<file path="config.mk">
export PLATFORM = sky130hd
export DESIGN_NAME = emissor_requisicoes
export DESIGN_NICKNAME = d
export VERILOG_FILES = /design/src/rtl/emissor_requisicoes.sv
export SDC_FILE = /design/constraint.sdc
export NUM_CORES = 1
export LEC_CHECK = 0
export BUFFER_PORTS_ARGS = -buffer_cell sky130_fd_sc_hd__buf_2
export CELL_PAD_IN_SITES_DETAIL_PLACEMENT = 0
export CELL_PAD_IN_SITES_GLOBAL_PLACEMENT = 1
export CORE_MARGIN = 3
export CORE_UTILIZATION = 45
export CTS_BUF_LIST = sky130_fd_sc_hd__clkbuf_8
export CTS_CLUSTER_DIAMETER = 100
export CTS_CLUSTER_SIZE = 12
export DETAILED_ROUTE_END_ITERATION = 10
export HOLD_SLACK_MARGIN = 0.05
export PLACE_DENSITY = 0.95
export SLEW_MARGIN = 10
export SYNTH_ARGS = -nofsm -noshare
export SYNTH_HDL_FRONTEND = slang
export SYNTH_SLANG_ARGS = --single-unit
</file>
<file path="constraint.sdc">
create_clock -name clk -period 2.23 [get_ports clk]
set_clock_uncertainty 0.1 [all_clocks]
set_input_delay 0.3345 -clock clk [delete_from_list [all_inputs] [get_ports clk]]
set_output_delay 0.3345 -clock clk [all_outputs]
set_load 0.01 [all_outputs]
</file>
<file path="src/rtl/emissor_requisicoes.sv">
// Request issuer for the two-institution priority controller.
// Holds one request per channel, presents snapshots and retires/retries.
module emissor_requisicoes #(
    parameter int MAX_PERDAS = 3
) (
    input  logic        clk,
    input  logic        rst_n,
    input  logic        in1_valid,
    input  logic [2:0]  in1_perfil,
    input  logic [2:0]  in1_func,
    output logic        in1_ready,
    input  logic        in2_valid,
    input  logic [2:0]  in2_perfil,
    input  logic [2:0]  in2_func,
    output logic        in2_ready,
    output logic [11:0] req_bus,
    output logic        req_valid,
    input  logic [11:0] grant_in,
    output logic        done1,
    output logic        done2,
    output logic        erro1,
    output logic        erro2,
    output logic [2:0]  done1_func,
    output logic [2:0]  done2_func
);

    localparam int PW = $clog2(MAX_PERDAS + 1);
    localparam logic [PW-1:0] PMAX = PW'(MAX_PERDAS);

    typedef enum logic [1:0] {OCIOSO, APRESENTA, ENTREGA} estado_t;

    estado_t estado;

    logic [1:0] valid_v, full, inv, acc, part, masked;
    logic [1:0] cf, cinv, mask, ret, lost;
    logic [1:0] done_r, erro_r;
    logic [2:0] perfil_v [2];
    logic [2:0] func_v [2];
    logic [2:0] perfil_h [2];
    logic [2:0] func_h [2];
    logic [2:0] dfunc [2];
    logic [5:0] cslot [2];
    logic [5:0] snap [2];
    logic [5:0] pslot [2];
    logic [5:0] gslot [2];
    logic [PW-1:0] perdas [2];

    function automatic logic invalido(input logic [2:0] p, input logic [2:0] f);
        return !(p == 3'b001 || p == 3'b010 || p == 3'b100) || f == 3'b000;
    endfunction

    assign valid_v = {in2_valid, in1_valid};
    assign perfil_v[0] = in1_perfil;
    assign perfil_v[1] = in2_perfil;
    assign func_v[0] = in1_func;
    assign func_v[1] = in2_func;

    assign in1_ready = ~full[0];
    assign in2_ready = ~full[1];

    assign pslot[0] = req_bus[5:0];
    assign pslot[1] = req_bus[11:6];
    assign gslot[0] = grant_in[5:0];
    assign gslot[1] = grant_in[11:6];

    assign done1 = done_r[0];
    assign done2 = done_r[1];
    assign erro1 = erro_r[0];
    assign erro2 = erro_r[1];
    assign done1_func = dfunc[0];
    assign done2_func = dfunc[1];

    // A holder refilled while the previous result is delivered joins the
    // snapshot taken at that same edge, so a contender never skips a round.
    always_comb begin
        acc = '0;
        cf = '0;
        cinv = '0;
        mask = '0;
        ret = '0;
        lost = '0;
        for (int k = 0; k < 2; k++) begin
            cslot[k] = '0;
            snap[k] = '0;
        end
        for (int k = 0; k < 2; k++) begin
            acc[k] = valid_v[k] & ~full[k];
            if (full[k]) begin
                cf[k] = 1'b1;
                cinv[k] = inv[k];
                cslot[k] = {func_h[k], perfil_h[k]};
            end else begin
                cf[k] = acc[k] & (estado == ENTREGA);
                cinv[k] = invalido(perfil_v[k], func_v[k]);
                cslot[k] = {func_v[k], perfil_v[k]};
            end
        end
        mask[1] = (perdas[0] == PMAX) & cf[1];
        mask[0] = (perdas[1] == PMAX) & cf[0] & ~mask[1];
        for (int k = 0; k < 2; k++) begin
            if (cf[k] & ~cinv[k] & ~mask[k])
                snap[k] = cslot[k];
            if (estado == APRESENTA && part[k]) begin
                if (inv[k])
                    ret[k] = 1'b1;
                else if (!masked[k] && gslot[k] == pslot[k])
                    ret[k] = 1'b1;
                else if (!masked[k])
                    lost[k] = 1'b1;
            end
        end
    end

    always_ff @(posedge clk or negedge rst_n) begin
        if (!rst_n) begin
            estado <= OCIOSO;
            full <= '0;
            inv <= '0;
            part <= '0;
            masked <= '0;
            req_bus <= '0;
            req_valid <= 1'b0;
            done_r <= '0;
            erro_r <= '0;
            for (int k = 0; k < 2; k++) begin
                perfil_h[k] <= '0;
                func_h[k] <= '0;
                dfunc[k] <= '0;
                perdas[k] <= '0;
            end
        end else begin
            for (int k = 0; k < 2; k++) begin
                if (acc[k]) begin
                    full[k] <= 1'b1;
                    perfil_h[k] <= perfil_v[k];
                    func_h[k] <= func_v[k];
                    inv[k] <= invalido(perfil_v[k], func_v[k]);
                end else if (ret[k]) begin
                    full[k] <= 1'b0;
                end
                done_r[k] <= ret[k];
                erro_r[k] <= ret[k] & inv[k];
                dfunc[k] <= (ret[k] & ~inv[k]) ? gslot[k][5:3] : 3'b000;
                if (ret[k])
                    perdas[k] <= '0;
                else if (lost[k] && perdas[k] != PMAX)
                    perdas[k] <= perdas[k] + 1'b1;
            end
            unique case (estado)
                OCIOSO: begin
                    if (|full) begin
                        estado <= APRESENTA;
                        req_bus <= {snap[1], snap[0]};
                        req_valid <= 1'b1;
                        part <= cf;
                        masked <= mask;
                    end
                end
                APRESENTA: begin
                    estado <= ENTREGA;
                    req_bus <= '0;
                    req_valid <= 1'b0;
                end
                ENTREGA: begin
                    if (|cf) begin
                        estado <= APRESENTA;
                        req_bus <= {snap[1], snap[0]};
                        req_valid <= 1'b1;
                        part <= cf;
                        masked <= mask;
                    end else begin
                        estado <= OCIOSO;
                    end
                end
                default: estado <= OCIOSO;
            endcase
        end
    end

endmodule

</file>
==> results of run 1 <==
power groups by stage:
stage | Clock [mW] | Combinational [mW] | Sequential, mW
5_1_grt | 0.525 | 1.54 | 1.54
3_5_place_dp | 0 | 1.39 | 1.51
6_report | 0.474 | 1.39 | 1.50
4_1_cts | 0.498 | 1.40 | 1.50
3_3_place_gp | 0 | 1.37 | 1.51
2_1_floorplan | 0 | 0.951 | 1.51
critical path: stages, from the launching register on:
cell and delay, ns:
dfrtp_1 0.40, buf_4 0.20, inv_1 0.10, nand2_1 0.25, a2111oi_0 0.57, a21oi_1 0.08
metal layers:
metal	share of wire, %	wire [microns]
met1	46	2170
met2	50	2340
met3	3.3	156
met4	1.1	50
met5	0	0
cells in the final DEF, fill, tap and decap left out, types with 2 or more instances in the layout:
cell and instances:
a21o_1 2, a21oi_1 3, a31oi_1 2, and2_1 4
and4_1 3, buf_2 52, buf_4 3, clkbuf_8 5
dfrtp_1 49, ha_1 2, inv_1 12, inv_2 2
mux2_2 10, mux2i_1 12, nand2_1 13, nand3_1 2
nand3b_1 3, nand4_1 2, nor2_1 12, nor2b_1 2
nor3_1 6, nor4_1 2, o211a_1 2, o21a_1 3
o21ai_0 6, o21ai_1 2, o2bb2ai_1 12, o311ai_0 2
o31a_1 2, o31ai_1 3, xnor2_1 14
flip-flops by register name, summed over array words and instances (netlist names):
signal,count
inv,2
func_h,6
perfil_h,6
req_valid,1
erro_r,2
done1_func,3
done2_func,3
req_bus,12
full,2
done_r,2
masked,2
perdas,4
estado,2
part,2
metrics by stage:
stage	instances	util, %	hold WS [ns]	power [mW]	setup slack [ns]
after floorplan	202	-	-0.0611	2.46	0.695
after global placement	321	55.1	0.366	2.88	0.427
after detailed placement	321	55.1	0.369	2.90	0.374
after CTS	330	56.9	0.165	3.39	0.416
after global routing	330	56.9	0.169	3.61	0.291
final	330	56.9	0.174	3.36	0.406
synth_stat cells (3+ instances only):
cell        n
a21oi_1     3
and2_1      4
and4_1      3
dfrtp_1    49
inv_1       9
mux2_2     10
mux2i_1    12
nand2_1    13
nand3b_1    3
nor2_1     12
nor3_1      6
o21a_1      3
o21ai_0     6
o2bb2ai_1  12
o31ai_1     3
xnor2_1    14
how the worst min path moves through the flow:
stage	start	endpoint	slack [ns]	depth (start not counted)
floorplan	rst_n	done1_func[0]$_DFF_PN0_	-0.06	0
global placement	rst_n	func_h[0]$_DFFE_PN0P_	0.37	2
detailed placement	rst_n	func_h[0]$_DFFE_PN0P_	0.37	2
CTS	grant_in[10]	done2_func[1]$_DFF_PN0_	0.17	2
global route	grant_in[10]	done2_func[1]$_DFF_PN0_	0.17	2
finish	grant_in[10]	done2_func[1]$_DFF_PN0_	0.17	2
logic make-up (layout without fill, tap and decap cells):
group / after synthesis / in the layout / synth area share [%]
buf+inv: 15 / 76 / 2.68
fa+ha+maj: 2 / 2 / 1.07
compound gates: 49 / 49 / 17.6
mux: 22 / 22 / 9.96
flops: 49 / 49 / 52.5
simple gates: 51 / 51 / 11.0
xor+xnor: 14 / 14 / 5.25
area by class of cell:
cell class,count,area [sq um]
inverters,12,45.0
flip-flops and latches,49,1230
repair buffers,56,293
clock inverters,3,11.3
multi-input cells,138,1050
clock buffers,5,68.8
well taps,67,83.8
fillers,439,2100
repair_timing:
| action | CTS | global route |
|---|---|---|
| endpoints found under the setup margin | 0 | 0 |
| hold buffers | 1 | 0 |
| hold endpoints to repair | 22 | 0 |
==> out/results.tsv, run 1 <==
metric	value	unit
synth.area.top_cells	dfrtp_1 (52%), xnor2_1 (5.2%), mux2i_1 (5.1%), mux2_2 (4.8%), o2bb2ai_1 (4.5%)	
clock_latency	0.29	ns
cts_resized	0	
r2r_end	inv[0]$_DFFE_PN0N_	
portBuffers	52	
cts_setup_buffers	0	
clock_power_share	14.1	%
ctsLongestPathBuffers	2	
layout-drive-gt1-share	29.7	%
regToRegStartpoint	full[0]$_DFFE_PN0P_	
wl_per_cell	14.3	microns
cts-root-buf	clkbuf_8	
critical_path_class	reg -> reg	
ant_nets	0	
p_per_area	1210	nW/um^2
grt_busiest_layer	met2	
period_share	81.8	%
synth_seq_cells	49	
wl	4.72	mm
grtUsageMet2	26.8	%
die_width	78.1	microns
vias	1728	
tightest_slew	0.781	ns
arrival	1.88	ns
p_sw_share	38.4	%
fp-row-count	25	
cp-start-kind	flip-flop	
overflow	0	
synthArstFlopShare	100	%
initialDrtViolationCount	73	
worst_ep_required_time	2.29	ns
stdcell_area	2780	sq um
cp_max_fo	10	
seq_power_share	44.6	%
avgViaCountPerCell	5.24	
dp_hpwl	3.58	mm
start_util	47.9	%
reg2reg_slack	0.41	ns
cts_tree	yes	
die_h	78.1	microns
max_freq	548	MHz
yosysWarnings	0	
drc	0	
crit_end	inv[0]$_DFFE_PN0N_	
antenna_found_initial	0	
yosysTopAreaCellShare	52.5	%
ir_worst_vdd	0.515	mV
cts_num_sinks	49	
grt_max_degree	50	
fin_crit	1.82	ns
synth_cell_types	43	
numCtsBuffers	5	
grt_usage	16.4	%
num_io_pins	53	
finalSetupViolations	0	
cell_internal_pwr	2.07	mW
synth_area_leader_cell	dfrtp_1	
endpoint_kind	flip-flop	
antenna_cells	0	
first_global_vias	1651	
synth_area_per_cell	11.6	sq um
globalplace.congestion	0.789	
met3_usage	3.56	%
slew_headroom	47.7	%
hp-class	in -> reg	
syn2layout_area_growth	18.8	%
clk_pin_slew	0.08	ns
syn-cell-area	2340	sq um
grt_use_met1	21.9	%
rsz0062_at_grt	false	
core	4880	sq um
synth_edf_count	0	
placedInstanceArea	2690	sq um
synthCells	202	
hold_viol	0	
tns	0	ns
p_comb_share	41.3	%
reg2regPathDepth	5	
status	finished, final reports clean	
grt_pass1_wl	7.89	mm
synth-main-ff-cell	dfrtp_1	
ys_seq_area_share	52.5	%
synth_nets	232	
switching_power	1.29	mW
nNetsFinal	292	
critPathLaunch	full[0]$_DFFE_PN0P_	
final-max-slew-violation-count	0	
h-tree-depth	2	
first_pass_iters	4	
max_cap_violations	0	
dieArea	6090	sq um
leakagePower	1.37	nW
No activity file was read; power rests on OpenSTA's default activity.
==> inputs of run 2 (changes only) <==
--- a/config.mk
+++ b/config.mk
@@ -9,13 +9,13 @@
 export CELL_PAD_IN_SITES_DETAIL_PLACEMENT = 0
 export CELL_PAD_IN_SITES_GLOBAL_PLACEMENT = 1
 export CORE_MARGIN = 3
-export CORE_UTILIZATION = 45
+export CORE_UTILIZATION = 44
 export CTS_BUF_LIST = sky130_fd_sc_hd__clkbuf_8
 export CTS_CLUSTER_DIAMETER = 100
 export CTS_CLUSTER_SIZE = 12
 export DETAILED_ROUTE_END_ITERATION = 10
 export HOLD_SLACK_MARGIN = 0.05
-export PLACE_DENSITY = 0.95
+export PLACE_DENSITY = 0.94
 export SLEW_MARGIN = 10
 export SYNTH_ARGS = -nofsm -noshare
 export SYNTH_HDL_FRONTEND = slang
==> constraint.sdc (replaced) <==
create_clock -name clk -period 1.72 [get_ports clk]
set_clock_uncertainty 0.1 [all_clocks]
set_input_delay 0.258 -clock clk [delete_from_list [all_inputs] [get_ports clk]]
set_output_delay 0.258 -clock clk [all_outputs]
set_load 0.01 [all_outputs]
==> out/results.tsv, run 2 (synthesis results as in run 1) <==
metric	value	unit	change
status	finished, final reports clean		
placed_cells	333		+3.7%
cp_max_fo	7		-3
reg.largest.list	req_bus: 12 flops, func_h: 6 flops, perfil_h: 6 flops		
first_global_vias	1820		+10%
met3_usage	3.40	%	-0.15 points
antenna_found_initial	0		unchanged
regToRegStartpoint	estado[1]$_DFFE_PN0N_		
slew_headroom	60.9	%	+13 points
hold_viol	0		unchanged
worst_ep_required_time	1.85	ns	-0.44 ns
tightest_slew	0.572	ns	-0.209 ns
min_from	grant_in[10]		
nNetsFinal	307		+5.1%
num_io_pins	53		unchanged
globalplace.congestion	0.797		+1.1%
wl	5.17	mm	+9.6%
ant_nets	0		unchanged
cts_num_sinks	49		unchanged
max_cap_violations	0		unchanged
ctsLongestPathBuffers	2		unchanged
arrival	1.80	ns	-0.08 ns
path_buf_inv	3		+1
core	4910	sq um	+0.64%
clk_pin_slew	0.08	ns	about the same
ir_worst_vdd	0.777	mV	+51%
finalPower	4.68	mW	+39%
cp_slowest_cell	dfrtp_1		
h-tree-depth	2		unchanged
cts_tree	yes		
min_path_cells	2		unchanged
fin_crit	1.66	ns	-0.160 ns
grt_busiest_layer	met2		
grt_pass1_wl	8.85	mm	+12%
die_h	78.9	microns	+1.0%
cts-root-buf	clkbuf_8		
portBuffers	52		unchanged
die_width	78.9	microns	+1.0%
fin_hold_ws	0.0956	ns	-0.0783 ns
first_pass_iters	4		unchanged
final_util	59.9	%	+3.1 points
r2r_end	done2_func[0]$_DFF_PN0_		
layout-drive-gt1-share	36.1	%	+6.4 points
grt_usage	18.2	%	+1.8 points
cpMostUsedCell	buf_4		
initialDrtViolationCount	83		+14%
hp-class	in -> reg		
min_to	done2_func[1]$_DFF_PN0_		
grt_max_degree	50		unchanged
worstPathCellList	buf_4 -> nand3b_1 -> buf_4 -> buf_4 -> nor4_4 -> and2_1		
layout_commonest_cell	buf_2		
overflow	0		unchanged
period_share	96.7	%	+15 points
clock_latency	0.29	ns	about the same
grtUsageMet2	29.2	%	+2.4 points
dieArea	6220	sq um	+2.1%
vias	1814		+5.0%
regMostFlops	req_bus		
cp_slowest_stage_delay	0.40	ns	-0.17 ns
leakagePower	1.44	nW	+5.5%
placedInstanceArea	2790	sq um	+3.8%
numCtsBuffers	5		unchanged
finalSetupViolations	0		unchanged
final_cell_mix	buf_2 (52), dfrtp_1 (49), buf_4 (17)		
grt_use_met1	25.2	%	+3.4 points
cp-start-kind	flip-flop		
final_cells	344		+4.2%
avgViaCountPerCell	5.27		+0.70%
p_per_area	1590	nW/um^2	+32%
wl_per_cell	15.0	microns	+5.1%
max_freq	601	MHz	+9.6%
stdcell_area	2940	sq um	+6.0%
crit_family	simple AND/OR/NAND/NOR gates		
largest_register_ffs	12		unchanged
dp_hpwl	3.91	mm	+9.5%
start_util	47.6	%	-0.31 points
reg2reg_slack	0.06	ns	-0.35 ns
syn2layout_area_growth	26.0	%	
critPathLaunch	estado[1]$_DFFE_PN0N_		
critical_path_class	reg -> reg		
antenna_cells	0		unchanged
fp-row-count	25		unchanged
reg2regPathDepth	6		+1
drc	0		unchanged
endpoint_kind	flip-flop		
final-max-slew-violation-count	0		unchanged
==> run 2: worst register-to-register path: cells and delay by family (launching register included) <==
family	cells	cell delay, ns
AND/OR/NAND/NOR	3	0.65
buffers and inverters	3	0.45
flip-flops	1	0.40
==> run 2: layer usage <==
layer / part of all wire [%] / routed length [microns]
met1: 48 / 2460
met2: 49 / 2550
met3: 2.0 / 103
met4: 1.2 / 61
met5: 0 / 0
==> run 2: timing repair <==
item,in CTS,in global routing
resized for setup,2,6
endpoints found under the setup margin,17,9
endpoints found under the hold margin,49,0
pin swaps,0,2
buffers inserted,0,3
hold buffers,1,0
==> run 2: stage by stage <==
stage | setup slack, ns | setup TNS (ns)
floorplan | 0.185 | 0
finish | 0.0568 | 0
detailed placement | -0.0615 | -0.565
CTS | 0.0259 | 0
global route | -0.0139 | -0.0285
global placement | 0.0128 | 0
==> run 2: how the worst max path moves through the flow <==
stage	to	slack, ns	cells after the start
after floorplan	func_h[0]$_DFFE_PN0P_	0.18	4
after global placement	func_h[0]$_DFFE_PN0P_	0.01	4
after detailed placement	req_bus[11]$_DFFE_PN0P_	-0.06	4
after CTS	done2_func[0]$_DFF_PN0_	0.03	4
after global routing	done2_func[1]$_DFF_PN0_	-0.01	6
final	done2_func[0]$_DFF_PN0_	0.06	6
==> run 2: cell type report <==
type / instances / area [sq um]
tap: 67 / 83.8
clock buffer: 6 / 82.6
timing repair buffer: 71 / 418
clock inverter: 1 / 3.75
fill: 425 / 1970
inverter: 12 / 48.8
sequential: 49 / 1230
multi-input combinational: 138 / 1080
==> run 2: where the power goes <==
group	total [mW]	leakage (nW)	switching, mW	internal (mW)
sequential	1.93	0.625	0.332	1.60
combinational	2.09	0.768	1.12	0.979
clock	0.655	0.0485	0.341	0.313
==> inputs of run 3 (changes only) <==
--- a/config.mk
+++ b/config.mk
@@ -15,7 +15,8 @@
 export CTS_CLUSTER_SIZE = 12
 export DETAILED_ROUTE_END_ITERATION = 10
 export HOLD_SLACK_MARGIN = 0.05
-export PLACE_DENSITY = 0.94
+export PLACE_DENSITY = 0.86
+export REMOVE_ABC_BUFFERS = 1
 export SLEW_MARGIN = 10
 export SYNTH_ARGS = -nofsm -noshare
 export SYNTH_HDL_FRONTEND = slang
==> out/results.tsv, run 3 (synthesis results as in run 1) <==
metric	value	unit	change
n_fill_cell	439		+3.3%
dieArea	6220	sq um	unchanged
avgViaCountPerCell	5.21		-1.2%
clock_latency	0.30	ns	about the same
finalSetupViolations	0		unchanged
critPathLaunch	estado[1]$_DFFE_PN0N_		
final_util	60.0	%	about the same
vias	1787		-1.5%
largest_register_ffs	12		unchanged
start_util	47.6	%	unchanged
min_from	grant_in[9]		
p_comb_share	43.4	%	-1.4 points
ir_worst_vdd	0.693	mV	-11%
globalplace.congestion	0.788		-1.2%
period_share	98.2	%	+1.5 points
fp-row-count	25		unchanged
dp_hpwl	3.85	mm	-1.7%
endpoint_kind	flip-flop		
ff_latch_area	1230	sq um	unchanged
placedInstanceArea	2780	sq um	-0.27%
path_buf_inv	2		-1
max_cap_violations	0		unchanged
num_io_pins	53		unchanged
cp-start-kind	flip-flop		
core	4910	sq um	unchanged
grt_max_degree	50		unchanged
portBuffers	52		unchanged
min_path_cells	2		unchanged
final_cells	343		-0.29%
cp_slowest_stage_delay	0.42	ns	+0.02 ns
finalPower	4.82	mW	+2.9%
fin_hold_ws	0.0939	ns	-0.00171 ns
seq_power_share	40.1	%	-1.2 points
tightest_slew	0.604	ns	+0.0324 ns
antenna_cells	0		unchanged
cts_num_sinks	49		unchanged
rsz0062_at_grt	true		
crit_family	simple AND/OR/NAND/NOR gates		
tns	0	ns	unchanged
die_width	78.9	microns	unchanged
drc	0		unchanged
antenna_found_initial	0		unchanged
switching_power	1.81	mW	+1.3%
postLayoutSetupSlackWorst	0.0301	ns	-0.0266 ns
leakagePower	1.44	nW	+0.15%
crit_cells	5		-1
reg.largest.list	req_bus: 12 flops, func_h: 6 flops, perfil_h: 6 flops		
arrival	1.83	ns	+0.03 ns
initialDrtViolationCount	72		-13%
status	finished, final reports clean		
place_worst_setup_slack	-0.0230	ns	+0.0384 ns
slew_headroom	58.7	%	-2.2 points
worst_ep_required_time	1.86	ns	about the same
final_cell_mix	buf_2 (52), dfrtp_1 (49), buf_4 (15)		
layout_commonest_cell	buf_2		
numCtsBuffers	5		unchanged
clk_pin_slew	0.09	ns	about the same
grt_pass1_wl	8.69	mm	-1.9%
p_sw_share	37.6	%	-0.61 points
fin_crit	1.69	ns	+0.0266 ns
final-max-slew-violation-count	0		unchanged
ant_nets	0		unchanged
wl	5.19	mm	+0.37%
h-tree-depth	2		unchanged
wl_per_cell	15.1	microns	+0.66%
critical_path_class	reg -> reg		
cts-root-buf	clkbuf_8		
die_h	78.9	microns	unchanged
regMostFlops	req_bus		
hold_viol	0		unchanged
hp-class	in -> reg		
grt_usage	17.8	%	-0.39 points
p_per_area	1640	nW/um^2	+2.9%
cp_slowest_cell	dfrtp_1		
clock_power_share	16.5	%	+2.5 points
cp_max_fo	4		-3
stdcell_area	2950	sq um	about the same
syn2layout_area_growth	26.0	%	about the same
multi_input_area	1070	sq um	-1.2%
cell_internal_pwr	3.01	mW	+3.9%
first_pass_iters	4		unchanged
ctsLongestPathBuffers	2		unchanged
first_global_vias	1826		+0.33%
cts_tree	yes		
max_freq	592	MHz	-1.6%
worstPathCellList	buf_6 -> nand3b_1 -> buf_4 -> nor4_1 -> and2_1		
layout-drive-gt1-share	35.9	%	-0.23 points
nNetsFinal	306		-0.33%
placed_cells	332		-0.30%
overflow	0		unchanged
reg2regPathDepth	5		-1
regToRegStartpoint	estado[1]$_DFFE_PN0N_		
-- run 3: final cells by class --
type	count	share of cell area, %
clock buffer	5	2.34
clock inverter	2	1.19
inverter	12	1.66
multi-input combinational	138	36.3
sequential	49	41.6
tap	67	2.85
timing repair buffer	70	14.1
-- run 3: final timing paths --
| check | endpoint | slack, ns |
|---|---|---|
| min in group asynchronous | func_h[0]$_DFFE_PN0P_ | 0.36 |
| max | done2_func[1]$_DFF_PN0_ | 0.03 |
| max in group asynchronous | erro_r[1]$_DFF_PN0_ | 0.94 |
| min | done2_func[0]$_DFF_PN0_ | 0.09 |
| min reg2reg | part[0]$_DFFE_PN0P_ | 0.38 |
| max reg2reg | done2_func[1]$_DFF_PN0_ | 0.03 |
-- run 3: worst register-to-register path: cells and delay by family, from the launching register on --
family / cells / cell delay (ns)
DFF: 1 / 0.42
and+or+nand+nor: 3 / 0.79
buffers and inverters: 2 / 0.32
-- run 3: what timing repair did --
item / 4_1_cts / 5_1_grt
resized for setup: 2 / 5
hold buffers: 1 / 0
pin swaps: 0 / 2
setup buffers: 0 / 3
endpoints found under the hold margin: 49 / 0
setup endpoints to repair: 17 / 7
gates cloned: 0 / 0
-- run 3: metal layers --
layer  part of all wire (%)  wire length (microns)  track usage, %  vias to the layer above
li1                       -                      -               -                      886
met1                     47                   2430            24.3                      861
met2                     48                   2490            28.6                       31
met3                    2.8                    145            2.61                        9
met4                    2.4                    125            7.39                        0
met5                      0                      0               0                        -
-- run 3: power groups by stage --
| stage | registers [mW] | clock network (mW) | logic, mW |
|---|---|---|---|
| finish | 1.93 | 0.797 | 2.09 |
| global route | 2.00 | 0.865 | 2.32 |
| CTS | 1.93 | 0.815 | 2.01 |
| detailed placement | 1.95 | 0 | 1.98 |
| global placement | 1.94 | 0 | 1.95 |
| floorplan | 2.03 | 0 | 1.13 |
